File: src/rtl/bp_table_port_scheduler.sv
// bp_table_port_scheduler
//   Arbitrates the single BTB/pattern-counter table port between fetch-side
//   lookups and commit-side updates. Updates are buffered in a small FIFO;
//   fetch wins by default, but a starvation guard and a full-queue override
//   force the head update through so the queue always drains.
//   Optional statistics counters are compiled in with `define BPS_STATS_EN.
module bp_table_port_scheduler #(
    parameter int PC_W       = 5,
    parameter int IDX_W      = 2,
    parameter int QDEPTH     = 4,
    parameter int STARVE_MAX = 3
) (
    input  logic                    clk,
    input  logic                    rst,
    input  logic                    lk_req,
    input  logic [PC_W-1:0]         lk_pc,
    output logic                    lk_gnt,
    input  logic                    up_valid,
    output logic                    up_ready,
    input  logic [PC_W-1:0]         up_pc,
    input  logic                    up_taken,
    input  logic [PC_W-1:0]         up_target,
    output logic                    tbl_en,
    output logic                    tbl_we,
    output logic [IDX_W-1:0]        tbl_idx,
    output logic [PC_W-IDX_W-1:0]   tbl_tag,
    output logic                    tbl_taken,
    output logic [PC_W-1:0]         tbl_target,
    output logic [$clog2(QDEPTH):0] q_count
`ifdef BPS_STATS_EN
    ,
    output logic [7:0]              stat_lookups,
    output logic [7:0]              stat_updates,
    output logic [7:0]              stat_forced
`endif
);

    localparam int CNT_W = $clog2(QDEPTH) + 1;
    localparam int PW    = $clog2(QDEPTH);
    localparam int SW    = $clog2(STARVE_MAX + 1);

    localparam logic [CNT_W-1:0] FULL_CNT   = CNT_W'(QDEPTH);
    localparam logic [SW-1:0]    STARVE_LIM = SW'(STARVE_MAX);

    typedef enum logic [1:0] {
        ST_IDLE,
        ST_LOOKUP,
        ST_UPDATE
    } state_t;

    state_t state_q, state_d;

    logic [PC_W-1:0] fifo_pc     [QDEPTH];
    logic            fifo_taken  [QDEPTH];
    logic [PC_W-1:0] fifo_target [QDEPTH];

    logic [PW-1:0]   rd_ptr, wr_ptr;
    logic [SW-1:0]   starve;

    logic            full;
    logic            pending;
    logic            force_upd;
    logic            push;
    logic            pop;

    // Grant decision; up_ready looks only at the registered count, so a pop
    // in the full cycle does not reopen the queue until the next cycle.
    always_comb begin
        full      = (q_count == FULL_CNT);
        pending   = (q_count != '0);
        force_upd = pending && (full || (starve == STARVE_LIM));
        up_ready  = !full;
        push      = up_valid && !full;
        lk_gnt    = lk_req && !force_upd;
        pop       = pending && !lk_gnt;
    end

    // FIFO storage: written at the tail on push, no reset needed.
    always_ff @(posedge clk) begin
        if (push) begin
            fifo_pc[wr_ptr]     <= up_pc;
            fifo_taken[wr_ptr]  <= up_taken;
            fifo_target[wr_ptr] <= up_target;
        end
    end

    // FIFO pointers and occupancy; pointers wrap naturally at QDEPTH.
    always_ff @(posedge clk or posedge rst) begin
        if (rst) begin
            rd_ptr  <= '0;
            wr_ptr  <= '0;
            q_count <= '0;
        end else begin
            if (push) wr_ptr <= wr_ptr + PW'(1);
            if (pop)  rd_ptr <= rd_ptr + PW'(1);
            case ({push, pop})
                2'b10:   q_count <= q_count + CNT_W'(1);
                2'b01:   q_count <= q_count - CNT_W'(1);
                default: q_count <= q_count;
            endcase
        end
    end

    // Starvation counter: counts lookup wins over a waiting update.
    always_ff @(posedge clk or posedge rst) begin
        if (rst) begin
            starve <= '0;
        end else if (pop || !pending) begin
            starve <= '0;
        end else if (lk_gnt && starve != STARVE_LIM) begin
            starve <= starve + SW'(1);
        end
    end

    // FSM state register: remembers which requester was issued last cycle.
    always_ff @(posedge clk or posedge rst) begin
        if (rst) state_q <= ST_IDLE;
        else     state_q <= state_d;
    end

    // FSM next state follows this cycle's winner.
    always_comb begin
        state_d = ST_IDLE;
        if (lk_gnt)   state_d = ST_LOOKUP;
        else if (pop) state_d = ST_UPDATE;
    end

    assign tbl_en = (state_q != ST_IDLE);
    assign tbl_we = (state_q == ST_UPDATE);

    // Table command fields: loaded from the winner, held when nobody wins.
    always_ff @(posedge clk or posedge rst) begin
        if (rst) begin
            tbl_idx    <= '0;
            tbl_tag    <= '0;
            tbl_taken  <= 1'b0;
            tbl_target <= '0;
        end else if (lk_gnt) begin
            tbl_idx    <= lk_pc[IDX_W-1:0];
            tbl_tag    <= lk_pc[PC_W-1:IDX_W];
            tbl_taken  <= 1'b0;
            tbl_target <= '0;
        end else if (pop) begin
            tbl_idx    <= fifo_pc[rd_ptr][IDX_W-1:0];
            tbl_tag    <= fifo_pc[rd_ptr][PC_W-1:IDX_W];
            tbl_taken  <= fifo_taken[rd_ptr];
            tbl_target <= fifo_target[rd_ptr];
        end
    end

`ifdef BPS_STATS_EN
    // Saturating activity counters.
    always_ff @(posedge clk or posedge rst) begin
        if (rst) begin
            stat_lookups <= '0;
            stat_updates <= '0;
            stat_forced  <= '0;
        end else begin
            if (lk_gnt && stat_lookups != 8'hFF)
                stat_lookups <= stat_lookups + 8'd1;
            if (pop && stat_updates != 8'hFF)
                stat_updates <= stat_updates + 8'd1;
            if (lk_req && force_upd && stat_forced != 8'hFF)
                stat_forced <= stat_forced + 8'd1;
        end
    end
`endif

endmodule

File: config.mk
export PLATFORM = sky130hd
export DESIGN_NAME = bp_table_port_scheduler
export DESIGN_NICKNAME = d
export VERILOG_FILES = /design/src/rtl/bp_table_port_scheduler.sv
export SDC_FILE = /design/constraint.sdc
export NUM_CORES = 1
export LEC_CHECK = 0
export BUFFER_PORTS_ARGS = -buffer_cell sky130_fd_sc_hd__clkbuf_2
export CAP_MARGIN = 5
export CORE_AREA = 5 5 94 96
export DETAILED_ROUTE_END_ITERATION = 6
export DIE_AREA = 0 0 99 101
export HOLD_SLACK_MARGIN = 0.02
export PLACE_DENSITY = 0.6
export SLEW_MARGIN = 20
export SYNTH_ARGS = -nofsm -noshare
export SYNTH_HDL_FRONTEND = slang
export SYNTH_SLANG_ARGS = --single-unit
File: constraint.sdc
create_clock -name clk -period 3.2 [get_ports clk]
set_clock_uncertainty 0.1 [all_clocks]
set_input_delay 0.64 -clock clk [delete_from_list [all_inputs] [get_ports clk]]
set_output_delay 0.64 -clock clk [all_outputs]
set_load 0.05 [all_outputs]
=== Yosys cells after proc, flatten, opt, wreduce, memory -nomap -nowiden ===
Memories as Yosys holds them, arrays and structs flattened.
Index checks and enable logic that the tools add are counted.

* RAM bits: 44
* Word-level logic and storage cells: 54
* Input port bits: 20
* Bits in registers: 22
* Memories: 3

* Equal/unequal tests: 6
* Muxes and demuxes: 15
* Reduce and logical (&&, ||, !) cells: 16
* Add/sub/neg operators: 5

{| class="wikitable"
|+ Memory list
! memory !! words !! width !! read ports !! clocked after Yosys merged registers in !! wr ports !! RTL line !! source
|-
| fifo_pc || 4 || 5 || 1 || 0 || 1 || 53 || <nowiki>logic [PC_W-1:0] fifo_pc [QDEPTH];</nowiki>
|-
| fifo_target || 4 || 5 || 1 || 0 || 1 || 55 || <nowiki>logic [PC_W-1:0] fifo_target [QDEPTH];</nowiki>
|-
| fifo_taken || 4 || 1 || 1 || 0 || 1 || 54 || <nowiki>logic fifo_taken [QDEPTH];</nowiki>
|}

{| class="wikitable"
|+ Operators by type and width
! cell !! number
|-
| $mux W2 || 6
|-
| $mux W5 || 2
|-
| $reduce_bool A2 Y1 || 4
|-
| $add A2 B1 Y2 const B || 3
|-
| $eq A2 B2 Y1 const B || 3
|-
| $mux W3 || 2
|-
| $pmux W3 S2 || 1
|-
| $logic_and A1 B1 Y1 || 5
|-
| $logic_not A1 Y1 || 4
|-
| $mux W1 || 4
|-
| $add A3 B1 Y3 const B || 1
|-
| $eq A3 B3 Y1 const B || 1
|-
| $reduce_bool A3 Y1 || 1
|-
| $sub A3 B1 Y3 const B || 1
|-
| $eq A2 B1 Y1 const B || 1
|-
| $logic_or A1 B1 Y1 || 2
|-
| $ne A2 B2 Y1 const B || 1
|}

=== Logic depth before layout (Yosys ltp) ===
Gate-level depths: netlist (run 1).

* Depth in word-level cells: 9
* Mapped depth: 11

=== Worst setup path before layout (run 1) ===
Ideal clock, no wire load.

* Path kind: reg-to-reg
* Start: reg q_count[2]
* End: reg q_count[2]
* Data arrival time: 2.531 ns
* Library setup time: 0.148 ns
* Clock period less this slack: 2.779 ns
* Stages on the path, launching flop included: 11
* Setup slack: 0.421 ns
* Required time: 2.952 ns
* Path through: dfrtp_1 nor3b_4 inv_4 a31oi_4 buf_6 ha_1 inv_1 fa_1 xor2_1 nor2_1 xor2_1

{| class="wikitable"
|+ RTL lines
! item !! RTL line !! source
|-
| start: declaration || 29 || <nowiki>output logic [$clog2(QDEPTH):0] q_count</nowiki>
|-
| start signal: assignment || 97 || <nowiki>2'b10: q_count <= q_count + CNT_W'(1);</nowiki>
|-
| start signal: assignment || 98 || <nowiki>2'b01: q_count <= q_count - CNT_W'(1);</nowiki>
|-
| start signal: assignment || 99 || <nowiki>default: q_count <= q_count;</nowiki>
|-
| $eq A3 B3 Y1 * || 69 || <nowiki>full = (q_count == FULL_CNT);</nowiki>
|-
| $logic_not A1 Y1 * || - ||
|-
| via up_ready || 19 || <nowiki>output logic up_ready,</nowiki>
|-
| $logic_and A1 B1 Y1 * || 73 || <nowiki>push = up_valid && !full;</nowiki>
|-
| $eq A2 B1 Y1 / $eq A2 B2 Y1 (equally long branches) || 96 || <nowiki>case ({push, pop})</nowiki>
|-
| $pmux W3 S2 / $reduce_bool A2 Y1 (equally long branches) || - ||
|}

Mark *: on every way through the listed nets, which the timed path passes. The rest lies on a longest branch.
A chain may end at the register's enable or synchronous reset.

=== Final worst setup path (run 1) ===
* Start: reg q_count[0]
* End: out lk_gnt

* Word-level cells in the longest chain between the ends: 5

{| class="wikitable"
|+ RTL lines
! item !! RTL line !! source
|-
| $eq A3 B3 Y1 || 69 ||
|-
| $logic_or A1 B1 Y1 || 71 || <nowiki>force_upd = pending && (full || (starve == STARVE_LIM));</nowiki>
|-
| $logic_and A1 B1 Y1 * || 71 ||
|-
| $logic_not A1 Y1 * || 74 || <nowiki>lk_gnt = lk_req && !force_upd;</nowiki>
|-
| $logic_and A1 B1 Y1 * || 74 ||
|-
| end: declaration || 17 || <nowiki>output logic lk_gnt,</nowiki>
|}

Mark *: on every way between the ends. The rest lies on a longest branch, timed or not.

==> results of run 1 <==
-- logic make-up after synthesis --
kind of cell,count (synthesis),share of synthesized area (%)
DFF,66,69.20
muxes,13,10.64
adders and majority gates,7,3.515
AOI/OAI and AO/OA,15,5.689
and+or+nand+nor,25,6.060
buffers and inverters,14,2.960
xor gates and xnor gates,6,1.943
-- metrics by stage --
stage | hold slack, ps | utilization (%) | area [sq um] | setup WS, ps
final | 349.7 | 39.65 | 3159 | 641.3
after global placement | 350.2 | 37.42 | 2982 | 618.3
after CTS | 373.6 | 39.65 | 3159 | 612.6
after global routing | 379.0 | 39.65 | 3159 | 527.2
after floorplan | 316.8 | - | 2705 | 421.3
after detailed placement | 367.4 | 37.42 | 2982 | 560.2
-- worst paths after layout --
kind                                 end  slack, ps  cells past startpoint
max                               lk_gnt        640                      4
min                        tbl_target[4]        350                      2
max reg2reg                   q_count[2]        760                      9
min reg2reg                    starve[0]        360                      1
max in group asynchronous      tbl_taken       2110                      2
min in group clk               starve[0]        360                      1
-- cell usage in the layout (no fill, tap or decap), types with 2 or more instances in the layout --
cell type / instances
dfrtp_1: 22
mux4_1: 5
a221o_1: 3
edfxtp_1: 44
inv_1: 7
nand2_1: 6
xor2_1: 3
nor2_1: 2
ha_1: 6
clkbuf_8: 9
xnor2_1: 3
clkinvlp_4: 3
nor3_1: 6
clkbuf_2: 37
clkinv_4: 2
and3_2: 5
a221o_2: 2
a22o_1: 6
mux4_2: 6
-- power groups by stage --
stage	clock, W	sequential (W)	combinational (W)
after floorplan	0	0.00158	0.000704
after global placement	0	0.00140	0.00113
after detailed placement	0	0.00141	0.00115
after CTS	0.000629	0.00139	0.00116
after global routing	0.000674	0.00142	0.00123
final	0.000612	0.00138	0.00114
-- layout make-up --
| type | count | share of cell area (%) |
|---|---|---|
| clock buffer | 9 | 3.921 |
| timing repair buffer | 38 | 6.099 |
| inverter | 8 | 1.030 |
| tap | 105 | 4.158 |
| sequential | 66 | 59.25 |
| multi-input combinational | 66 | 23.84 |
| clock inverter | 7 | 1.703 |
-- synth_stat cells, drive strengths merged --
master  number
nor3b        2
clkbuf       1
o21a         1
inv          8
nor3         6
xnor2        3
or2          1
nand2b       1
xor2         3
mux2         1
nor2         2
nor4         1
nor2b        1
dfrtp       22
a31oi        1
fa           1
a22o         6
ha           6
mux2i        1
mux4        11
and3         5
o21ai        1
a311oi       1
buf          5
nand2        6
edfxtp      44
a221o        5
-- per-layer routing --
| metal | global-route usage, % | part of all wire [%] |
|---|---|---|
| met1 | 13.59 | 45 |
| met2 | 16.89 | 47 |
| met3 | 5.190 | 7.1 |
| met4 | 2.521 | 0.50 |
| met5 | 0 | 0 |
-- registers in the layout (all words and copies together), names as in the netlist --
name,cells
fifo_taken,4
tbl_idx,2
fifo_target,20
tbl_tag,3
wr_ptr,2
starve,2
fifo_pc,20
q_count,3
state_q,2
rd_ptr,2
tbl_target,5
tbl_taken,1
==> impl_metrics.json, run 1 <==
{
  "hold_class": "input port to asynchronous set/reset pin",
  "syn_inst": 146,
  "antenna_found_initial": 0,
  "vdd_drop_max_v": 0.0003866,
  "finalPower_w": 0.003134,
  "period_minus_slack_ps": 2559,
  "globalplace.congestion": 0.7116,
  "port_buffers": 37,
  "p_per_area_mw_per_mm2": 992.1,
  "synth_area_leader_cell": "edfxtp_1",
  "drc": 0,
  "drt_wl_total_um": 4960,
  "cts_buffer_depth": 2,
  "synth_area_leaders": "edfxtp_1 (49%), dfrtp_1 (20%), mux4_2 (5.0%)",
  "layout.nets": 216,
  "grt_pass1_vias": 1475,
  "combPwrFrac_pct": 36.4,
  "rows": 33,
  "post-cts-setup-buffer-count": 0,
  "power.switching_w": 0.001254,
  "cp.arrival_ps": 1820,
  "cts_sinks": 66,
  "clock_latency_ps": 340,
  "place_hpwl_um": 3316,
  "start_kind": "register",
  "status": "finished, final reports clean",
  "required_ps": 2460,
  "grt_pass1_wl_um": 8010,
  "multi_input_comb_area_sq_um": 753.2,
  "first_pass_iters": 4,
  "fin_cells": 299,
  "drv_slew": 0,
  "pwr-share-clk_pct": 19.5,
  "crit_buf_inv": 2,
  "grt_max_degree": 23,
  "max_stage_delay_ps": 520,
  "yosysSeqAreaShare_pct": 69.20,
  "pwr-share-seq_pct": 44.1,
  "synth_nets": 173,
  "grt_overflow": 0,
  "tightest_slew_ps": 863.4,
  "cts.clk_slew.worst_paths_ps": 80,
  "antennaDiodeCount": 0,
  "start_util_pct": 33.95,
  "internal-power_w": 0.001880,
  "cellLeakagePower_nw": 1.254,
  "post_cts_resize_count": 0,
  "setup-tns-final_ps": 0,
  "path_delay_family": "simple AND/OR/NAND/NOR gates",
  "reg2reg_from": "q_count[0]",
  "grt_usage_pct": 10.79,
  "slowest_stage": "dfrtp_1",
  "cts_buffers": 9,
  "drive_gt1_share_pct": 38.14,
  "vias": 1409,
  "setup-violations-final": 0,
  "crit_start": "q_count[0]",
  "synth_top_area_share_pct": 48.84,
  "h-tree-depth": 3,
  "min_period_over_period_pct": 79.96,
  "wire_per_inst_um": 16.59,
  "die_w_um": 99,
  "n_fill_cell": 725,
  "criticalPathCategory": "register to output pin",
  "maxCapViolations": 0,
  "synth_cell_type_count": 32,
  "endpoint_kind": "output pin",
  "switching_share_pct": 40.02,
  "dieArea_sq_mm": 0.009999,
  "placedCellCount": 283,
  "hold_viol_final": 0,
  "boundaryPins": 38,
  "fmax_mhz": 390.8,
  "first_iter_violations": 37,
  "die_h_um": 101,
  "crit_fanout": 9,
  "antenna_left": 0,
  "ctsHoldBuffers": 0,
  "syn_to_final_growth_pct": 16.79,
  "core_area_sq_mm": 0.007969,
  "clockRootBuffer": "clkbuf_8",
  "synth_seq_cells": 66,
  "cts_tree": "done",
  "grt_setup_unrepaired": "no",
  "avgSynthCellArea_sq_um": 18.53,
  "path_cells": "nor3b_4, inv_4, and3_2, clkbuf_2",
  "vias_per_cell": 4.712,
  "max_slew_margin_pct": 42.38,
  "yosysWarnings": 0,
  "regArea_sq_mm": 0.001872,
  "netlist_area_sq_mm": 0.002705
}
(Power assumes the default switching activity.)
==> run 2: changes to the inputs <==
--- a/config.mk
+++ b/config.mk
@@ -5,13 +5,14 @@
 export SDC_FILE = /design/constraint.sdc
 export NUM_CORES = 1
 export LEC_CHECK = 0
+export ABC_AREA = 1
 export BUFFER_PORTS_ARGS = -buffer_cell sky130_fd_sc_hd__clkbuf_2
 export CAP_MARGIN = 5
-export CORE_AREA = 5 5 94 96
+export CORE_AREA = 5 5 96 98
 export DETAILED_ROUTE_END_ITERATION = 6
-export DIE_AREA = 0 0 99 101
+export DIE_AREA = 0 0 101 103
 export HOLD_SLACK_MARGIN = 0.02
-export PLACE_DENSITY = 0.6
+export PLACE_DENSITY = 0.61
 export SLEW_MARGIN = 20
 export SYNTH_ARGS = -nofsm -noshare
 export SYNTH_HDL_FRONTEND = slang
==> constraint.sdc (replaced) <==
create_clock -name clk -period 2.3 [get_ports clk]
set_clock_uncertainty 0.1 [all_clocks]
set_input_delay 0.46 -clock clk [delete_from_list [all_inputs] [get_ports clk]]
set_output_delay 0.46 -clock clk [all_outputs]
set_load 0.05 [all_outputs]
==> run 2 against run 1 <==
Setup slack worse by 550 ps. Synthesized cell count grew 71%. Non-clock buffer count rose by 7. Cell count up 37%.
==> impl_metrics.json, run 2 <==
{
  "wire_per_inst_um": 12.46,
  "grt_max_degree": 25,
  "p_per_area_mw_per_mm2": 1396,
  "start_kind": "register",
  "die_w_um": 101,
  "layout.nets": 325,
  "grt_setup_unrepaired": "no",
  "synth-main-ff-cell": "edfxtp_1",
  "post_cts_resize_count": 0,
  "fmax_mhz": 452.6,
  "synth_nets": 277,
  "cellLeakagePower_nw": 1.436,
  "drc": 0,
  "first_pass_iters": 4,
  "place_hpwl_um": 3609,
  "vdd_drop_max_v": 0.0003206,
  "required_ps": 1740,
  "cts.clk_slew.worst_paths_ps": 70,
  "status": "finished, final reports clean",
  "drive_gt1_share_pct": 24.09,
  "layout_commonest_cell": "nand2_1",
  "netlist_area_sq_mm": 0.002785,
  "multi_input_comb_area_sq_um": 793.3,
  "grt_overflow": 0,
  "antennaDiodeCount": 0,
  "first_iter_violations": 58,
  "utilization_pct": 39.37,
  "avgSynthCellArea_sq_um": 11.14,
  "criticalPathCategory": "register to output pin",
  "cts_sinks": 66,
  "grt_pass1_wl_um": 8666,
  "regArea_sq_mm": 0.001878,
  "setup-tns-final_ps": 0,
  "drt_wl_total_um": 5122,
  "hold_viol_final": 0,
  "boundaryPins": 38,
  "h-tree-depth": 3,
  "n_fill_cell": 816,
  "antenna_found_initial": 0,
  "syn_to_final_growth_pct": 18.46,
  "yosysWarnings": 0,
  "setup-violations-final": 0,
  "rows": 34,
  "max_slew_margin_pct": 29.83,
  "synth_edf_count": 44,
  "cts_tree": "done",
  "clockRootBuffer": "clkbuf_8",
  "top_regs": "fifo_pc: 20 flops, fifo_target: 20 flops, tbl_target: 5 flops",
  "yosysMostFrequentCell": "nand2_1",
  "crit_fanout": 6,
  "cts_buffer_depth": 2,
  "cp.arrival_ps": 1650,
  "synth_area_leaders": "edfxtp_1 (47%), dfrtp_1 (20%), nand2_1 (11%)",
  "synth_top_area_share_pct": 47.44,
  "cts_buffers": 9,
  "synth_seq_cells": 66,
  "ys_async_sr_fraction_pct": 33.33,
  "port_buffers": 37,
  "period_minus_slack_ps": 2209,
  "drv_slew": 0,
  "min_period_over_period_pct": 96.06,
  "most-common-layout-cells": "nand2_1 (82), edfxtp_1 (44), clkbuf_2 (37), nand3_1 (27), inv_1 (22)",
  "fin_hold_ws_ps": 46.36,
  "syn_inst": 250,
  "dieArea_sq_mm": 0.01040,
  "synth_area_leader_cell": "edfxtp_1",
  "vias": 1777,
  "maxCapViolations": 0,
  "tightest_slew_ps": 1049,
  "clock_latency_ps": 340,
  "antenna_left": 0,
  "globalplace.congestion": 0.7206,
  "start_util_pct": 33.23,
  "die_h_um": 103,
  "yosysSeqAreaShare_pct": 67.21,
  "endpoint_kind": "output pin",
  "grt_usage_pct": 11.06,
  "hold_class": "input port to asynchronous set/reset pin",
  "vias_per_cell": 4.324,
  "yosys-top-cells-count": "nand2_1 (82), edfxtp_1 (44), nand3_1 (27)",
  "grt_pass1_vias": 1808,
  "core_area_sq_mm": 0.008381,
  "synth_cell_type_count": 25
}
==> run 2: cell families (layout without fill, tap and decap cells) <==
logic type | Yosys count | count (layout) | share of synthesized area (%)
AOI/OAI and AO/OA | 12 | 12 | 2.561
adders and majority gates | 7 | 7 | 3.414
buffers and inverters | 31 | 84 | 4.717
xor gates and xnor gates | 4 | 4 | 1.258
and+or+nand+nor | 130 | 130 | 20.85
DFF | 66 | 66 | 67.21
==> run 2: path summary, 6_finish.rpt <==
path | cells after the start | endpoint | startpoint | slack (ps)
max in group asynchronous | 3 | tbl_tag[1] | rst | 1520
max reg2reg | 11 | q_count[2] | q_count[0] | 160
min in group clk | 1 | fifo_target[0][4] | up_target[4] | 240
min reg2reg | 1 | starve[0] | starve[0] | 330
min | 2 | tbl_target[0] | rst | 50
max | 4 | lk_gnt | q_count[0] | 90
==> run 2: stage by stage <==
step                      instances  setup slack [ps]  total power, W  instance area [sq um]
after floorplan                 250             23.67        0.003345                   2803
after global placement          392             176.0        0.003787                   3115
after detailed placement        392             131.3        0.003821                   3115
after CTS                       408             37.40        0.004638                   3277
after global routing            411             7.540        0.004969                   3299
final                           411             90.59        0.004606                   3299
==> run 2: layout make-up <==
| class | instances | area share, % |
|---|---|---|
| multi-input cells | 153 | 24.04 |
| repair buffers | 45 | 7.433 |
| inverters | 23 | 2.617 |
| clock buffers | 10 | 3.868 |
| flip-flops and latches | 66 | 56.92 |
| clock inverters | 6 | 1.024 |
| well taps | 108 | 4.096 |
==> run 2: power by group <==
part	leakage [nW]	switching (W)	total [W]	internal (W)
Sequential	0.666	0.000170	0.00181	0.00164
Combinational	0.690	0.00141	0.00198	0.000561
Clock	0.0795	0.000435	0.000816	0.000381
==> run 2: critical path, stage by stage, from the launching register on <==
cell and delay [ps]:
dfrtp_4 510, o21ai_4 250, nand3_4 140, inv_1 120, clkbuf_2 290
==> run 2: metal layers <==
| layer | part of all wire (%) | wire length, um | vias up | GRT usage (%) |
|---|---|---|---|---|
| met5 | 0 | 0 | - | 0 |
| met4 | 2.6 | 133 | 0 | 6.442 |
| met3 | 5.7 | 292 | 11 | 3.045 |
| met2 | 46 | 2381 | 38 | 17.77 |
| met1 | 45 | 2315 | 809 | 13.39 |
| li1 | - | - | 919 | - |
==> run 2: what timing repair did <==
action,4_1_cts,5_1_grt
endpoints found under the setup margin,0,2
hold endpoints to repair,0,0
hold buffers,0,0
buffers inserted,0,3
==> run 3: changes to the inputs <==
--- a/config.mk
+++ b/config.mk
@@ -11,6 +11,7 @@
 export CORE_AREA = 5 5 96 98
 export DETAILED_ROUTE_END_ITERATION = 6
 export DIE_AREA = 0 0 101 103
+export GPL_TIMING_DRIVEN = 0
 export HOLD_SLACK_MARGIN = 0.02
 export PLACE_DENSITY = 0.61
 export SLEW_MARGIN = 20
==> constraint.sdc (replaced) <==
create_clock -name clk -period 1.99 [get_ports clk]
set_clock_uncertainty 0.1 [all_clocks]
set_input_delay 0.398 -clock clk [delete_from_list [all_inputs] [get_ports clk]]
set_output_delay 0.398 -clock clk [all_outputs]
set_load 0.05 [all_outputs]
==> run 3 against run 2 <==
Sequential share of layout area shrank 2.6 points. Highest routed layer is now met5. Combinational power grew 30%. Cell count grew 1.9%. Non-clock buffer count grew 8. Critical path type is now register to register. Hold slack gained 62 ps. Largest cell class unchanged. Global-route usage grew 0.91 points. The flow now finishes with violations (setup timing). Power grew 25%. Sequential power grew 17%. Cell area grew 4.8%. Die area is the same. Clock power grew 31%.
==> impl_metrics.json, run 3 (same netlist as run 2, synthesis figures left out) <==
{
  "rows": 34,
  "die_h_um": 103,
  "reg2regPathDepth": 11,
  "cellLeakagePower_nw": 1.493,
  "hold_class": "input port to asynchronous set/reset pin",
  "grt_usage_pct": 11.97,
  "vdd_drop_max_v": 0.0003914,
  "vias": 1834,
  "crit_fanout": 3,
  "cts_buffer_depth": 2,
  "path_cells": "nor2_4, nand2_8, nand3_4, nand2_8, inv_6, ha_4, inv_4, fa_2, a21oi_2, o21ai_1, xor2_1",
  "grt_overflow": 0,
  "globalplace.congestion": 0.6774,
  "top_regs": "fifo_pc: 20 flops, fifo_target: 20 flops, tbl_target: 5 flops",
  "power.switching_w": 0.002456,
  "maxCapViolations": 0,
  "antennaDiodeCount": 0,
  "start_kind": "register",
  "required_ps": 2120,
  "path_delay_family": "flip-flops",
  "status": "complete, but fails checks",
  "first_iter_violations": 82,
  "slowest_stage": "dfrtp_4",
  "tightest_slew_ps": 1015,
  "place_hpwl_um": 3781,
  "fmax_mhz": 490.8,
  "max_stage_delay_ps": 510,
  "utilization_pct": 41.27,
  "grt_max_degree": 23,
  "grt_pass1_vias": 1915,
  "dieArea_sq_mm": 0.01040,
  "cts_buffers": 9,
  "reg2reg_slack_ps": -50,
  "drc": 0,
  "clockRootBuffer": "clkbuf_8",
  "clock_latency_ps": 340,
  "rr_endpoint": "q_count[2]",
  "min_period_over_period_pct": 102.4,
  "combPwrFrac_pct": 44.7,
  "crit_buf_inv": 2,
  "layout_commonest_cell": "nand2_1",
  "cp.arrival_ps": 2160,
  "hold_viol_final": 0,
  "setup-tns-final_ps": -73.38,
  "wire_per_inst_um": 13.27,
  "fin_cells": 419,
  "pwr-share-clk_pct": 18.6,
  "cts_tree": "done",
  "antenna_found_initial": 1,
  "layout.nets": 333,
  "grt_setup_unrepaired": "yes",
  "internal-power_w": 0.003290,
  "boundaryPins": 38,
  "drive_gt1_share_pct": 27.97,
  "ctsHoldBuffers": 0,
  "crit_top_cell": "nand2_8",
  "endpoint_kind": "register",
  "grt_pass1_wl_um": 9225,
  "max_slew_margin_pct": 32.09,
  "vias_per_cell": 4.377,
  "setup-violations-final": 2,
  "first_pass_iters": 6,
  "cts.clk_slew.worst_paths_ps": 70,
  "drv_slew": 0,
  "placedCellCount": 395,
  "violations": "setup timing",
  "period_minus_slack_ps": 2038,
  "drt_wl_total_um": 5560,
  "antenna_left": 0,
  "start_util_pct": 33.23,
  "reg2reg_from": "q_count[0]",
  "core_area_sq_mm": 0.008381,
  "worst_slack_ps": -47.50,
  "switching_share_pct": 42.74,
  "syn_to_final_growth_pct": 24.17,
  "port_buffers": 37,
  "criticalPathCategory": "register to register",
  "p_per_area_mw_per_mm2": 1661,
  "h-tree-depth": 3,
  "pwr-share-seq_pct": 36.7,
  "most-common-layout-cells": "nand2_1 (82), edfxtp_1 (44), clkbuf_2 (35), nand3_1 (27), inv_1 (20)",
  "cts_sinks": 66,
  "die_w_um": 101
}
-- run 3: changes by cell type in the layout (fill, tap and decap cells not counted), sizes merged --
cell    before  now
bufinv       0    1
clkbuf      47   50
clkinv       4    2
buf          8   14
-- run 3: metal layers --
layer  vias up  global-route usage (%)  wire length (um)
met1       843                   13.76              2369
met4         2                   6.033               117
met2        41                   19.54              2671
met5         -                       0                13
li1        936                       -                 -
met3        12                   4.668               388
-- run 3: layout make-up --
class / count / area (sq um)
fill: 812 / 4922
sequential: 66 / 1878
multi-input combinational: 153 / 839.6
timing repair buffer: 45 / 277.8
tap: 108 / 135.1
clock buffer: 11 / 131.4
inverter: 23 / 96.34
clock inverter: 5 / 55.05
buffer: 8 / 45.04
-- run 3: how the worst max path moves through the flow --
stage / start / to / slack (ps) / cells past startpoint
4_1_cts: q_count[0] / q_count[2] / -100 / 11
2_1_floorplan: q_count[0] / q_count[2] / -260 / 11
6_report: q_count[0] / q_count[2] / -50 / 11
3_3_place_gp: q_count[0] / q_count[2] / -210 / 11
5_1_grt: q_count[0] / q_count[2] / -160 / 11
3_5_place_dp: q_count[0] / q_count[2] / -230 / 11
-- run 3: power groups by stage --
stage               registers [W]  clock network, W  logic, W
floorplan                 0.00257                 0   0.00133
finish                    0.00211           0.00107   0.00257
CTS                       0.00211           0.00109   0.00256
global route              0.00216           0.00116   0.00285
detailed placement        0.00215                 0   0.00236
global placement          0.00214                 0   0.00231
-- run 3: what timing repair did --
item | CTS | global route
pin swaps | 4 | 2
resized for setup | 14 | 4
gates cloned | 0 | 0
buffers inserted | 8 | 0
setup endpoints to repair | 47 | 26
-- run 3: stage by stage --
stage          instance area (sq um)  hold WS [ps]  power, W  setup WS (ps)
2_1_floorplan                   2818         287.1  0.003905         -262.4
3_3_place_gp                    3138         320.0  0.004451         -205.4
3_5_place_dp                    3138         329.4  0.004508         -229.8
4_1_cts                         3446         138.7  0.005762         -101.6
5_1_grt                         3458         150.0  0.006164         -160.2
6_report                        3458         107.9  0.005746         -47.50
-- run 3: worst register-to-register path, stage by stage (launching register included) --
cell and delay (ps):
dfrtp_4 510, nor2_4 150, nand2_8 80, nand3_4 110
nand2_8 70, inv_6 60, ha_4 130, inv_4 40
fa_2 340, a21oi_2 110, o21ai_1 80, xor2_1 140
